$ cat src/rtl/mcu_ctrl.sv
// Three-cycle fetch/decode/execute sequencer for a small accumulator MCU.
// Drives program-memory address, ALU opcode/mux select and one-cycle RAM/W strobes.
module mcu_ctrl (
    input  logic        clk,
    input  logic        reset,
    input  logic        run,
    output logic [10:0] rom_addr,
    input  logic [13:0] rom_q,
    output logic [3:0]  op,
    output logic        sel_lit,
    output logic [7:0]  literal,
    output logic [6:0]  ram_addr,
    output logic        ram_we,
    output logic        ram_wsrc,
    output logic        load_w,
    output logic        busy,
    output logic [1:0]  state
);

    typedef enum logic [1:0] {
        S_IDLE    = 2'd0,
        S_FETCH   = 2'd1,
        S_DECODE  = 2'd2,
        S_EXEC_WB = 2'd3
    } state_t;

    localparam logic [3:0] OP_ADD  = 4'd0;
    localparam logic [3:0] OP_SUB  = 4'd1;
    localparam logic [3:0] OP_AND  = 4'd2;
    localparam logic [3:0] OP_OR   = 4'd3;
    localparam logic [3:0] OP_XOR  = 4'd4;
    localparam logic [3:0] OP_PASS = 4'd5;
    localparam logic [3:0] OP_INC  = 4'd6;
    localparam logic [3:0] OP_DEC  = 4'd7;
    localparam logic [3:0] OP_ZERO = 4'd8;
    localparam logic [3:0] OP_NOT  = 4'd9;

    typedef struct packed {
        logic [3:0] op;
        logic       sel_lit;
        logic       ram_we;
        logic       ram_wsrc;
        logic       load_w;
        logic       jump;
    } ctl_t;

    // Anything not matched below falls through as a NOP (ALU pass, no strobes).
    function automatic ctl_t decode(input logic [13:0] ir);
        ctl_t c;
        logic is_file;
        c.op       = OP_PASS;
        c.sel_lit  = 1'b0;
        c.ram_we   = 1'b0;
        c.ram_wsrc = 1'b0;
        c.load_w   = 1'b0;
        c.jump     = 1'b0;
        is_file    = 1'b0;
        if (ir[13:11] == 3'b101) begin
            c.jump = 1'b1;
        end else begin
            case (ir[13:8])
                6'h30: begin c.op = OP_PASS; c.sel_lit = 1'b1; c.load_w = 1'b1; end
                6'h3E: begin c.op = OP_ADD;  c.sel_lit = 1'b1; c.load_w = 1'b1; end
                6'h3C: begin c.op = OP_SUB;  c.sel_lit = 1'b1; c.load_w = 1'b1; end
                6'h39: begin c.op = OP_AND;  c.sel_lit = 1'b1; c.load_w = 1'b1; end
                6'h38: begin c.op = OP_OR;   c.sel_lit = 1'b1; c.load_w = 1'b1; end
                6'h3A: begin c.op = OP_XOR;  c.sel_lit = 1'b1; c.load_w = 1'b1; end
                6'h07: begin c.op = OP_ADD;  is_file = 1'b1; end
                6'h02: begin c.op = OP_SUB;  is_file = 1'b1; end
                6'h05: begin c.op = OP_AND;  is_file = 1'b1; end
                6'h04: begin c.op = OP_OR;   is_file = 1'b1; end
                6'h06: begin c.op = OP_XOR;  is_file = 1'b1; end
                6'h08: begin c.op = OP_PASS; is_file = 1'b1; end
                6'h0A: begin c.op = OP_INC;  is_file = 1'b1; end
                6'h03: begin c.op = OP_DEC;  is_file = 1'b1; end
                6'h09: begin c.op = OP_NOT;  is_file = 1'b1; end
                6'h01: begin
                    c.op = OP_ZERO;
                    if (ir[7]) c.ram_we = 1'b1;
                    else       c.load_w = 1'b1;
                end
                6'h00: begin
                    if (ir[7]) begin c.ram_we = 1'b1; c.ram_wsrc = 1'b1; end
                end
                default: ;
            endcase
            // File ops: d=1 writes the ALU result back to RAM, d=0 loads W.
            if (is_file) begin
                if (ir[7]) c.ram_we = 1'b1;
                else       c.load_w = 1'b1;
            end
        end
        return c;
    endfunction

    state_t      r_state;
    logic [10:0] r_pc;
    logic [13:0] r_ir;
    logic        r_ram_we;
    logic        r_load_w;

    ctl_t w_next;
    ctl_t w_cur;

    assign w_next = decode(rom_q);
    assign w_cur  = decode(r_ir);

    always_ff @(posedge clk) begin
        if (reset) begin
            r_state  <= S_IDLE;
            r_pc     <= 11'd0;
            r_ir     <= 14'd0;
            r_ram_we <= 1'b0;
            r_load_w <= 1'b0;
        end else begin
            // NOTE: strobes default low every cycle so they can only pulse for one clock.
            r_ram_we <= 1'b0;
            r_load_w <= 1'b0;
            case (r_state)
                S_IDLE:   if (run) r_state <= S_FETCH;
                S_FETCH:  r_state <= S_DECODE;
                S_DECODE: begin
                    r_ir     <= rom_q;
                    r_pc     <= r_pc + 11'd1;
                    r_ram_we <= w_next.ram_we;
                    r_load_w <= w_next.load_w;
                    r_state  <= S_EXEC_WB;
                end
                S_EXEC_WB: begin
                    if (w_cur.jump) r_pc <= r_ir[10:0];
                    r_state <= run ? S_FETCH : S_IDLE;
                end
                default: r_state <= S_IDLE;
            endcase
        end
    end

    assign rom_addr = r_pc;
    assign op       = w_cur.op;
    assign sel_lit  = w_cur.sel_lit;
    assign ram_wsrc = w_cur.ram_wsrc;
    assign literal  = r_ir[7:0];
    assign ram_addr = r_ir[6:0];
    assign ram_we   = r_ram_we;
    assign load_w   = r_load_w;
    assign busy     = (r_state != S_IDLE);
    assign state    = r_state;

endmodule

$ cat config.mk
export PLATFORM = sky130hd
export DESIGN_NAME = mcu_ctrl
export DESIGN_NICKNAME = d
export VERILOG_FILES = /design/src/rtl/mcu_ctrl.sv
export SDC_FILE = /design/constraint.sdc
export NUM_CORES = 1
export LEC_CHECK = 0
export ABC_AREA = 1
export CORE_MARGIN = 2
export CORE_UTILIZATION = 33
export CTS_BUF_LIST = sky130_fd_sc_hd__clkbuf_8
export CTS_CLUSTER_DIAMETER = 200
export DETAILED_ROUTE_END_ITERATION = 10
export GPL_ROUTABILITY_DRIVEN = 0
export PLACE_DENSITY = 0.67
export SETUP_SLACK_MARGIN = 0.1
export SYNTH_ARGS = -nofsm -noshare
export SYNTH_HDL_FRONTEND = slang
export SYNTH_SLANG_ARGS = --single-unit
$ cat constraint.sdc
create_clock -name clk -period 1.5 [get_ports clk]
set_input_delay 0.225 -clock clk [delete_from_list [all_inputs] [get_ports clk]]
set_output_delay 0.225 -clock clk [all_outputs]
set_load 0.05 [all_outputs]
==> flow_summary.toml <==
[synth]
ys.flop_type = "dfxtp_1"
synth_top_cells_by_area = "dfxtp_1 32%, nand2_1 12%, nand3_1 7.4%"
yosysUniqueCellTypes = 29
netlist_area_sq_um = 1822
synth_edf_count = 0
yosys.area.top_type_share_pct = 31.87
synth_top_cell_by_area = "dfxtp_1"
async_reset_ff_share_pct = 0
ys_warn_count = 0
netlist_instances = 276
synth_seq_cells = 29
synth_nets = 298
ys_seq_area_share_pct = 31.87
synth.avg_cell_area_sq_um = 6.601

[pwr]
leakagePower_nw = 1.299
total_power_w = 0.006516
powerDensity_nw_per_um2 = 2076
ir_drop_mv = 1.163

[timing]
setup-violations-final = 6
final_max_slew_viol_count = 0
fin_crit_sh_pct = 117.8
max_freq_mhz = 566.1
min_period_ns = 1.766
timing_worst_slew_pin_value_ns = 0.3705
final_hold_viol_count = 0
rsz0062_at_grt = "true"
fin_skew_ns = 0.008115
worst_slack_ns = -0.2664
max_slew_margin_pct = 75.27

[floorplanning]
num_rows = 27
die_h_microns = 78.30
core_sq_um = 5405
die_area_sq_um = 6131
die-width_microns = 78.30
initial_core_util_pct = 33.70
ioPinCount = 54

[critical_path]
startpoint_type = "flop"
cp.buffers_inverters = 2
cp_max_fo = 5
path_class = "flop to primary output"
endpoint_kind = "primary output"
critPathArrivalTime_ns = 1.54
cp_slowest_stage_delay_ns = 0.38
path_cells = "inv_1, nor2_4, nand3_1, nand2_1, nor2_2, nand3_2, nand2_2, buf_12"
cp_slowest_cell = "dfxtp_2"
required_ns = 1.27
cp_top_family = "simple AND/OR/NAND/NOR gates"

[routing]
wirelength_mm = 5.033
first_pass_iters = 5
vias = 2037
viasPerCell = 4.956
wl_per_cell_microns = 12.25
drcViolationCount = 0
drt-initial-drc-count = 82
detail-route-antenna-nets = 0

[clocking]
numCtsBuffers = 5
cts_htree_levels = 2
root_buffer = "clkbuf_8"
cts_tree = "built"
clk_latency_ns = 0.28
clockBufferDepth = 2
cts.reportedPaths.clkPinSlew_ns = 0.06
clock-sinks = 29

[final_layout]
design_area_sq_um = 3139
final_cells = 411
final_cell_mix = "51 x nand2_1, 35 x buf_12, 26 x buf_4"
nets = 361
n_fill_cell = 478
insertedDiodeCount = 0
final_layout_size_suffix_gt1_share_pct = 38.64
final_common_cell = "nand2_1"
finish.utilization_pct = 58.08
area_growth_pct = 72.32

[run_status]
status = "complete, but fails checks"
violations = "setup timing"

[placed_design]
hpwlAfterDp_mm = 3.531
numPortBuffers = 53
placed_cell_area_sq_um = 2833
dp.cells = 396

[run]
maxCapViolations = 0

[global_routing]
grt_pass1_vias = 1899
grt_max_degree = 22
grt_usage_pct = 16.34
grt_first_pass_wirelength_mm = 8.286
grt_overflow = 0
antenna_found_initial = 0

[hold_path]
hp-class = "input pin to flop"
[kinds of logic after synthesis]
kind of cell    after synthesis  share of synthesized area [%]
flops                        29                          31.87
fa+ha+maj                     5                          3.434
buf+inv                      56                          15.73
xor+xnor                      1                         0.4809
compound gates               59                          17.79
simple gates                126                          30.70
[report_power, final]
part,internal [W],switching [W]
clock network,0.000356,0.000285
logic,0.00199,0.00241
registers,0.00104,0.000422
[sequential cells by signal (all words and copies together) (netlist names)]
| signal | flops |
|---|---|
| state | 2 |
| r_ir | 14 |
| ram_we | 1 |
| load_w | 1 |
| rom_addr | 11 |
[cell type report]
type / instances / area (sq um) / share of cell area, %
multi-input cells: 191 / 1136 / 36.19
well taps: 72 / 90.09 / 2.870
inverters: 34 / 146.4 / 4.663
repair buffers: 78 / 1067 / 34.00
clock buffers: 6 / 82.58 / 2.631
clock inverters: 1 / 3.754 / 0.1196
flip-flops and latches: 29 / 613.1 / 19.53
[path summary, 6_finish.rpt]
kind                               from                       end  slack, ns  cells past startpoint
setup / recovery   r_ir[9]$_SDFFE_PP0P_                     op[0]      -0.27                      8
hold / removal                 rom_q[7]         ram_we$_SDFF_PP0_       0.53                      3
setup reg to reg  state[1]$_SDFFE_PP0P_  rom_addr[4]$_SDFFE_PP0P_       0.16                      5
hold reg to reg   state[0]$_SDFFE_PP0P_     state[0]$_SDFFE_PP0P_       0.53                      2
[stage by stage]
step           setup slack, ns  hold WS, ns   TNS, ns
2_1_floorplan         -0.05016       0.2801  -0.09432
3_3_place_gp           0.04616       0.5159         0
3_5_place_dp           0.01394       0.5208         0
4_1_cts                -0.1862       0.5212   -0.6956
5_1_grt                -0.3372       0.5262    -1.348
6_report               -0.2664       0.5256   -0.9202
[per-layer routing]
| layer | part of all wire [%] | up-vias | routed length, microns | global-route usage [%] |
|---|---|---|---|---|
| li1 | - | 1021 | - | - |
| met2 | 48 | 77 | 2431 | 26.81 |
| met4 | 0.30 | 0 | 15 | 2.982 |
| met5 | 0 | - | 0 | 0 |
| met3 | 6.9 | 4 | 346 | 4.828 |
| met1 | 44 | 935 | 2239 | 21.50 |
[synthesized netlist by cell type (3+ instances only)]
| library cell | count |
|---|---|
| a21oi_1 | 21 |
| buf_4 | 16 |
| clkbuf_1 | 3 |
| dfxtp_1 | 29 |
| ha_1 | 5 |
| inv_1 | 32 |
| nand2_1 | 58 |
| nand3_1 | 27 |
| nor2_1 | 31 |
| nor2_2 | 3 |
| o21ai_0 | 27 |
[what timing repair did]
action,4_1_cts,5_1_grt
setup buffers,4,4
gates resized for setup,34,20
endpoints found under the setup margin,7,18
pin swaps,6,12
hold buffers,0,0
endpoints found under the hold margin,0,0
gates cloned,0,0
[tightest hold or removal path, delay by kind of cell]
family / cells / cell delay (ns)
buf+inv: 1 / 0.42
simple gates: 2 / 0.11
(Power assumes the default switching activity.)
